## src/rtl/vpg_pkg.sv

```systemverilog
// Shared constants and types for the video pattern generator fetch path.
package vpg_pkg;

  // Active video size, matching the generator's 1024x768 timing set.
  localparam int unsigned VID_H_ACTIVE = 1024;
  localparam int unsigned VID_V_ACTIVE = 768;

  // Default memory burst length in words.
  localparam int unsigned BURST_LEN_DEF = 32;

  // Width of the per-frame words-left counter (holds 1024*768).
  localparam int unsigned WORDS_LEFT_W = 20;

  typedef enum logic [2:0] {
    IDLE,
    DRAIN,
    START,
    FETCH,
    DONE
  } fetch_state_e;

endpackage

```

## src/rtl/vpg_credit_cnt.sv

```systemverilog
// Up-by-STEP / down-by-1 counter with net update, floor at zero and sync clear.
module vpg_credit_cnt #(
  parameter int unsigned WIDTH = 9,
  parameter int unsigned STEP  = 32
) (
  input  logic             vgaclk,
  input  logic             reset,
  input  logic             clr,
  input  logic             inc,
  input  logic             dec,
  output logic [WIDTH-1:0] count
);

  localparam logic [WIDTH-1:0] StepV = WIDTH'(STEP);
  localparam logic [WIDTH-1:0] OneV  = WIDTH'(1);

  logic [WIDTH-1:0] raised;
  logic [WIDTH-1:0] count_d;

  // Apply the increment first so a same-cycle inc/dec at zero still nets out.
  always_comb begin
    raised  = count + (inc ? StepV : '0);
    count_d = raised;
    if (dec && (raised != '0)) begin
      count_d = raised - OneV;
    end
    if (clr) begin
      count_d = '0;
    end
  end

  // Counter register.
  always_ff @(posedge vgaclk or posedge reset) begin
    if (reset) begin
      count <= '0;
    end else begin
      count <= count_d;
    end
  end

endmodule

```

## src/rtl/vpg_fetch_ctrl.sv

```systemverilog
// Frame read scheduler: keeps the pixel FIFO fed with burst reads from frame memory.
module vpg_fetch_ctrl
  import vpg_pkg::*;
#(
  parameter int unsigned H_ACTIVE   = VID_H_ACTIVE,
  parameter int unsigned V_ACTIVE   = VID_V_ACTIVE,
  parameter int unsigned BURST_LEN  = BURST_LEN_DEF,
  parameter int unsigned FIFO_DEPTH = 256,
  parameter int unsigned MAX_OUTST  = 4,
  parameter int unsigned ADDR_W     = 25
) (
  input  logic              vgaclk,
  input  logic              reset,
  input  logic              framestart,
  input  logic              readreq,
  input  logic [ADDR_W-1:0] frame_base,
  output logic              mem_req,
  output logic [ADDR_W-1:0] mem_addr,
  input  logic              mem_ack,
  input  logic              mem_rvalid,
  output logic              fifo_wr,
  output logic              fifo_clr,
  output logic              underflow,
  output logic              frame_done
);

  localparam int unsigned CntW  = $clog2(FIFO_DEPTH) + 1;
  localparam int unsigned InflW = $clog2(MAX_OUTST * BURST_LEN + 1);

  localparam logic [WORDS_LEFT_W-1:0] FrameWords = WORDS_LEFT_W'(H_ACTIVE * V_ACTIVE);
  localparam logic [WORDS_LEFT_W-1:0] BurstWords = WORDS_LEFT_W'(BURST_LEN);
  localparam logic [ADDR_W-1:0]       AddrStep   = ADDR_W'(BURST_LEN);
  localparam logic [CntW-1:0]         CreditMax  = CntW'(FIFO_DEPTH - BURST_LEN);
  // ceil(inflight/BURST_LEN) < MAX_OUTST  <=>  inflight <= (MAX_OUTST-1)*BURST_LEN
  localparam logic [InflW-1:0]        InflMax    = InflW'((MAX_OUTST - 1) * BURST_LEN);
  localparam logic [InflW-1:0]        InflOne    = InflW'(1);

  if ((H_ACTIVE * V_ACTIVE) % BURST_LEN != 0) begin : g_bad_frame
    $error("vpg_fetch_ctrl: frame size must be a multiple of BURST_LEN");
  end
  if (FIFO_DEPTH < BURST_LEN) begin : g_bad_depth
    $error("vpg_fetch_ctrl: FIFO_DEPTH must be >= BURST_LEN");
  end

  fetch_state_e            state;
  logic [ADDR_W-1:0]       base;
  logic [WORDS_LEFT_W-1:0] words_left;
  logic                    discard;

  logic [CntW-1:0]  credit;
  logic [CntW-1:0]  avail;
  logic [InflW-1:0] inflight;

  logic ack_fire;
  logic pop;
  logic clr_cnt;
  logic can_issue;
  logic infl_zero_next;

  assign ack_fire  = mem_req & mem_ack;
  // A pop with an empty FIFO is an underflow and consumes nothing.
  assign pop       = readreq & (avail != '0);
  assign clr_cnt   = (state == START);
  assign fifo_wr   = mem_rvalid & ~discard;
  assign can_issue = (credit <= CreditMax) && (inflight <= InflMax) && (words_left != '0);
  // inflight will be zero after this edge, counting any ack landing now.
  assign infl_zero_next = ~ack_fire & ((inflight == '0) | ((inflight == InflOne) & mem_rvalid));

  vpg_credit_cnt #(.WIDTH(CntW), .STEP(BURST_LEN)) u_credit (
    .vgaclk (vgaclk),
    .reset  (reset),
    .clr    (clr_cnt),
    .inc    (ack_fire),
    .dec    (pop),
    .count  (credit)
  );

  vpg_credit_cnt #(.WIDTH(CntW), .STEP(1)) u_avail (
    .vgaclk (vgaclk),
    .reset  (reset),
    .clr    (clr_cnt),
    .inc    (fifo_wr),
    .dec    (pop),
    .count  (avail)
  );

  vpg_credit_cnt #(.WIDTH(InflW), .STEP(BURST_LEN)) u_inflight (
    .vgaclk (vgaclk),
    .reset  (reset),
    .clr    (1'b0),
    .inc    (ack_fire),
    .dec    (mem_rvalid),
    .count  (inflight)
  );

  // Fetch FSM with registered request, address and status outputs.
  always_ff @(posedge vgaclk or posedge reset) begin
    if (reset) begin
      state      <= IDLE;
      base       <= '0;
      words_left <= '0;
      discard    <= 1'b0;
      mem_req    <= 1'b0;
      mem_addr   <= '0;
      fifo_clr   <= 1'b0;
      underflow  <= 1'b0;
      frame_done <= 1'b0;
    end else begin
      fifo_clr   <= 1'b0;
      frame_done <= 1'b0;

      if (readreq && (avail == '0)) begin
        underflow <= 1'b1;
      end

      // An accepted burst always advances, even if framestart lands the same cycle.
      if (ack_fire) begin
        mem_req    <= 1'b0;
        mem_addr   <= mem_addr + AddrStep;
        words_left <= words_left - BurstWords;
        if (words_left == BurstWords) begin
          frame_done <= 1'b1;
          state      <= DONE;
        end
      end

      unique case (state)
        IDLE, DONE, FETCH: begin
          if (framestart) begin
            base    <= frame_base;
            mem_req <= 1'b0;
            if (infl_zero_next) begin
              state    <= START;
              fifo_clr <= 1'b1;
              discard  <= 1'b0;
            end else begin
              state   <= DRAIN;
              discard <= 1'b1;
            end
          end else if ((state == FETCH) && !mem_req && can_issue) begin
            mem_req <= 1'b1;
          end
        end
        DRAIN: begin
          if (framestart) begin
            base <= frame_base;
          end else if (inflight == '0) begin
            state    <= START;
            fifo_clr <= 1'b1;
            discard  <= 1'b0;
          end
        end
        START: begin
          // Counters are empty after this edge, so the first burst is always allowed.
          state      <= FETCH;
          mem_req    <= 1'b1;
          mem_addr   <= base;
          words_left <= FrameWords;
        end
        default: state <= IDLE;
      endcase
    end
  end

endmodule

```

## config.mk

```make
export PLATFORM = sky130hd
export DESIGN_NAME = vpg_fetch_ctrl
export DESIGN_NICKNAME = d
export VERILOG_FILES = /design/src/rtl/vpg_pkg.sv /design/src/rtl/vpg_credit_cnt.sv /design/src/rtl/vpg_fetch_ctrl.sv
export SDC_FILE = /design/constraint.sdc
export NUM_CORES = 1
export LEC_CHECK = 0
export ABC_AREA = 0
export CAP_MARGIN = 40
export CELL_PAD_IN_SITES_DETAIL_PLACEMENT = 1
export CELL_PAD_IN_SITES_GLOBAL_PLACEMENT = 2
export CORE_UTILIZATION = 36
export CTS_CLUSTER_DIAMETER = 120
export DETAILED_ROUTE_END_ITERATION = 10
export PLACE_DENSITY_LB_ADDON = 0.2
export SETUP_SLACK_MARGIN = 0.02
export SYNTH_ARGS = -nofsm -noshare
export SYNTH_HDL_FRONTEND = slang
export SYNTH_SLANG_ARGS = --single-unit
```

## constraint.sdc

```tcl
create_clock -name vgaclk -period 3.85 [get_ports vgaclk]
set_input_delay 0.77 -clock vgaclk [delete_from_list [all_inputs] [get_ports vgaclk]]
set_output_delay 0.77 -clock vgaclk [all_outputs]
set_load 0.01 [all_outputs]
```

After elaboration in Yosys (flattened, before gate mapping)
Cells that the tools add are included.
Widths: inputs -> output; s select.
Cells by class
  add/subtract/negate cells: 8
  $lt $le $gt $ge: 2
  equality and inequality tests: 9
  mux-type cells: 35
  bitwise operators: 8
  reductions and logical operators: 23
Operator list (count)
  $mux 25: 2
  $mux 20: 2
  $mux 9: 4
  $reduce_bool 9->1: 3
  $add 25x6->25 const B: 1
  $eq 20x6->1 const B: 1
  $reduce_bool 20->1: 1
  $sub 20x6->20 const B: 1
  $add 9x9->9: 2
  $sub 9x1->9 const B: 2
  $mux 3: 5
  $mux 1: 14
  $mux 6: 2
  $le 9x8->1 const B: 1
  $logic_not 9->1: 1
  $pmux 3 s3: 1
  $add 8x8->8: 1
  $eq 8x1->1 const B: 1
  $le 8x7->1 const B: 1
  $logic_and 1x1->1: 8
  $logic_not 8->1: 1
  $mux 8: 1
  $reduce_bool 8->1: 1
  $sub 8x1->8 const B: 1
  other kinds (16): 27
Storage, ports and cells
  register bits after elaboration: 104
  input port bits: 31
  output and inout port bits: 30
  word-level logic and storage cells: 97

Logic depth before layout (Yosys ltp)
  word-level depth: 8
  mapped depth: 12
  gate-level depth less buffers: 12

Hierarchy
From an unflattened synthesis, not the netlist that was laid out.
Second synthesis, totals
  cells, all modules: 548
  area, all modules: 5489.0 um2
Modules (own cells, without submodules)
  vpg_fetch_ctrl: times used 1, cells each 335, area an instance 3484.6 um2, sequential area each 1826.8 um2
  vpg_credit_cnt at u_avail: times used 1, cells each 89, area an instance 853.3 um2, sequential area each 225.2 um2
  vpg_credit_cnt at u_credit: times used 1, cells each 66, area an instance 589.3 um2, sequential area each 225.2 um2
  vpg_credit_cnt at u_inflight: times used 1, cells each 58, area an instance 561.8 um2, sequential area each 200.2 um2

Worst setup path before layout
OpenSTA, ideal clock, no wires.
  kind: input to register
  start point: input mem_rvalid
  end point: register u_avail.count[7]
  setup time: 0.081 ns
  arrival time: 2.855 ns
  slack: 0.915 ns
  cell stages on the path: 10
  path buffers: 0
  path through: inv_1 > nor2_1 > ha_1 > ha_1 > and3_1 > or3b_1 > a311oi_4 > a21boi_1 > and3_1 > nor3_2
On the way
  word-level cells in the longest chain between the ends: 7
  elaborated cells on any way between the ends: 8
  those cells by class: 2 x add/sub; 3 x mux; 1 x bitwise; 2 x reduce/logical
Ends and longest elaborated chain
  from (decl): RTL line vpg_fetch_ctrl.sv:20  | input logic mem_rvalid,
  $and 1x1->1 *: RTL line vpg_fetch_ctrl.sv:64  | assign fifo_wr = mem_rvalid & ~discard;
  named net fifo_wr: RTL line vpg_fetch_ctrl.sv:21  | output logic fifo_wr,
  $mux 1 *: RTL line vpg_credit_cnt.sv:22  | raised = count + (inc ? StepV : '0);
  $add 9x9->9 *: RTL line vpg_credit_cnt.sv:22
  branches (longest 2 deep; another with $sub 9x1->9)
  $mux 9 *: RTL line vpg_credit_cnt.sv:24  | if (dec && (raised != '0)) begin
  $mux 9 *: RTL line vpg_credit_cnt.sv:27  | if (clr) begin
  named net u_avail.count_d[7]: RTL line vpg_credit_cnt.sv:18  | logic [WIDTH-1:0] count_d;
  to (signal assigned): RTL line vpg_credit_cnt.sv:37  | count <= count_d;
  to (decl): RTL line vpg_credit_cnt.sv:11  | output logic [WIDTH-1:0] count
Mark *: on every way through the listed nets, which the timed path passes.
A chain may end at the register's enable or synchronous reset.

Final worst setup path
  start point: input mem_rvalid
  end point: register u_avail.count[7]
On the way
  word-level cells in the longest chain between the ends: 7
  elaborated cells on any way between the ends: 8
  those cells by class: 2 x add/sub; 3 x mux; 1 x bitwise; 2 x reduce/logical
Ends and longest elaborated chain (RTL line)
  $and 1x1->1 *: vpg_fetch_ctrl.sv:64
  $mux 1 *: vpg_credit_cnt.sv:22
  $add 9x9->9 *: vpg_credit_cnt.sv:22
  branches (longest 2 deep; another with $sub 9x1->9)
  $mux 9 *: vpg_credit_cnt.sv:24
  $mux 9 *: vpg_credit_cnt.sv:27
  named net u_avail.count_d[7]: vpg_credit_cnt.sv:18
Marks and branches as above.

==> results.json <==
{
  "status": "completed",
  "dieHeight_um": 121,
  "setup_tns_ps": 0,
  "syn-cell-area_um2": 5120,
  "critPathMaxFanout": 5,
  "rows": 43,
  "grtUsageTotal_pct": 18.0,
  "fmax_mhz": 312,
  "start_kind": "input port",
  "final_nets": 615,
  "synth_edf_count": 0,
  "drc_errors": 0,
  "period_share_pct": 83.3,
  "ctsResizeCount": 0,
  "io_buffers": 60,
  "dp_cells": 738,
  "final.setup_skew_ps": 10.8,
  "vias": 3896,
  "grt_pass1_wl_um": 20600,
  "syn-instance-count": 511,
  "start_util_pct": 36.9,
  "cp.required_ps": 4120,
  "grt_pass1_vias": 4146,
  "numCtsBuffers": 9,
  "drv_cap": 0,
  "critPathLaunch": "mem_rvalid",
  "antennaDiodeCount": 0,
  "synthesis.nets": 557,
  "avgSynthCellArea_um2": 10.0,
  "slew_headroom_pct": 64.3,
  "vdd_ir_drop_max_v": 0.000294,
  "wl_per_cell_um": 16.2,
  "ys_types": 61,
  "mostFrequentLayoutCells": "dfrtp_1, nand2_1, clkdlybuf4s50_1, nor2_1, xnor2_1",
  "path_clk_slew_ps": 70,
  "grt_setup_unrepaired": "no",
  "drt_iter0_markers": 183,
  "fin_util_pct": 44.7,
  "synth.ff_latch_count": 99,
  "tritoncts": "done",
  "drive_above_1_share_pct": 11.1,
  "hold_violations": 0,
  "gp_congestion": 0.836,
  "path_class": "input port to flip-flop",
  "finalSetupViolCount": 0,
  "hpwl_um": 8800,
  "yosysWarningCount": 0,
  "layout_min_cycle_time_ps": 3210,
  "wl_um": 12300,
  "seq_area_um2": 2480,
  "finalWorstSetupSlack_ps": 644,
  "cts_setup_buffers": 0,
  "syn_to_final_growth_pct": 21.2,
  "ios": 61,
  "end_kind": "flip-flop",
  "cp.arrival_ps": 3470,
  "power_density_nw_per_um2": 666,
  "place_ws_ps": 288,
  "clkSinkCount": 99,
  "vias_per_cell": 5.17,
  "n_fill_cell": 1539,
  "die-area_um2": 14700,
  "slew_violations": 0,
  "ant_nets": 0,
  "hp-start": "underflow",
  "dr.pass1.iters": 4,
  "final_cells": 754,
  "antenna_found_initial": 0,
  "yosysSeqAreaShare_pct": 48.4,
  "grt_start_max_net_pins": 79,
  "synthArstFlopShare_pct": 100,
  "cts-hold-fix-buffers": 0,
  "htreeDepth": 3,
  "clockBufferDepth": 2,
  "r2r-start": "mem_req",
  "tightest_slew_ps": 532,
  "cts_root_buf": "clkbuf_16",
  "grt_overflow_total": 0,
  "coreArea_um2": 13900,
  "hp-class": "flip-flop to flip-flop",
  "synth_ff_type": "dfrtp_1",
  "p_leak_uw": 0.00255,
  "die_width_um": 121,
  "multi_input_area_um2": 2490,
  "clk_latency_ps": 350,
  "final_common_cell": "dfrtp_1"
}
[registers in the layout, indices dropped and copies added, names as in the netlist]
| register | cells |
|---|---|
| base | 25 |
| mem_addr | 25 |
| words_left | 15 |
| u_avail.count | 9 |
| u_credit.count | 9 |
| u_inflight.count | 8 |
| state | 3 |
| discard | 1 |
| fifo_clr | 1 |
| frame_done | 1 |
| mem_req | 1 |
| underflow | 1 |
[routing by layer]
metal  vias to the layer above  global-route usage [%]  part of all wire, %
met2                        42                    30.4                   50
met3                        11                    4.14                  2.9
met4                         0                    5.56                  1.2
met5                         -                       0                    0
li1                       1886                       -                    -
met1                      1957                    22.8                   46
[per-stage QoR]
stage	cell area, um^2	hold slack (ps)	power [uW]
after global placement	5900	442	3230
after detailed placement	5930	457	3300
after floorplan	5120	433	2750
final	6210	469	4130
after CTS	6210	472	4200
after global routing	6210	495	4460
[synthesized netlist by cell type (7+ instances only)]
cell | n | share of area [%]
xnor2_1 | 28 | 4.8
mux2_2 | 25 | 5.5
o21ai_0 | 27 | 2.6
nand4_1 | 11 | 1.3
a31oi_1 | 7 | 0.85
nor3_1 | 16 | 1.6
clkbuf_1 | 12 | 0.88
dfrtp_1 | 99 | 48
nand3_1 | 14 | 1.4
xor2_1 | 24 | 4.1
and3_1 | 10 | 1.2
nand2_1 | 72 | 5.3
ha_1 | 15 | 3.7
a21oi_1 | 17 | 1.7
or3_1 | 7 | 0.85
nor2_1 | 39 | 2.9
inv_1 | 17 | 1.2
[where the power goes]
| part | switching, uW | leakage, uW | internal, uW |
|---|---|---|---|
| Clock | 416 | 0.000134 | 446 |
| Sequential | 386 | 0.00117 | 1370 |
| Combinational | 757 | 0.00125 | 758 |
[cells by family (layout without fill, tap and decap cells)]
group           after synthesis  in the layout  share of synthesized area, %
mux                          26             26                          5.69
simple gates                204            204                          20.0
compound gates               79             79                          10.2
fa+ha+maj                    15             15                          3.66
flops                        99             99                          48.4
buf+inv                      36             99                          3.22
xor+xnor                     52             52                          8.89
[worst max-delay path, stage by stage]
cell             delay [ps]
clkdlybuf4s50_1         480
inv_1                    60
nor2_1                  180
ha_1                    190
ha_1                    230
and3_1                  250
or3b_1                  430
a311oi_4                310
a21boi_1                220
and3_1                  230
nor3_2                  140
[final timing paths]
path | to | slack [ps] | cells past startpoint
setup / recovery | u_avail.count[7] | 640 | 11
hold / removal | underflow | 470 | 1
setup reg to reg | u_credit.count[4] | 1050 | 10
hold reg to reg | underflow | 470 | 1
max in group asynchronous | words_left[15] | 2400 | 3
min in group asynchronous | u_avail.count[2] | 730 | 2
[layout make-up]
cell class,instances,share of cell area [%]
Clock buffer,10,3.69
Timing Repair Buffer,65,10.8
Tap cell,180,3.63
Sequential cell,99,39.9
Inverter,18,1.13
Clock inverter,6,0.766
Multi-Input combinational cell,376,40.1
(Power assumes the default switching activity.)
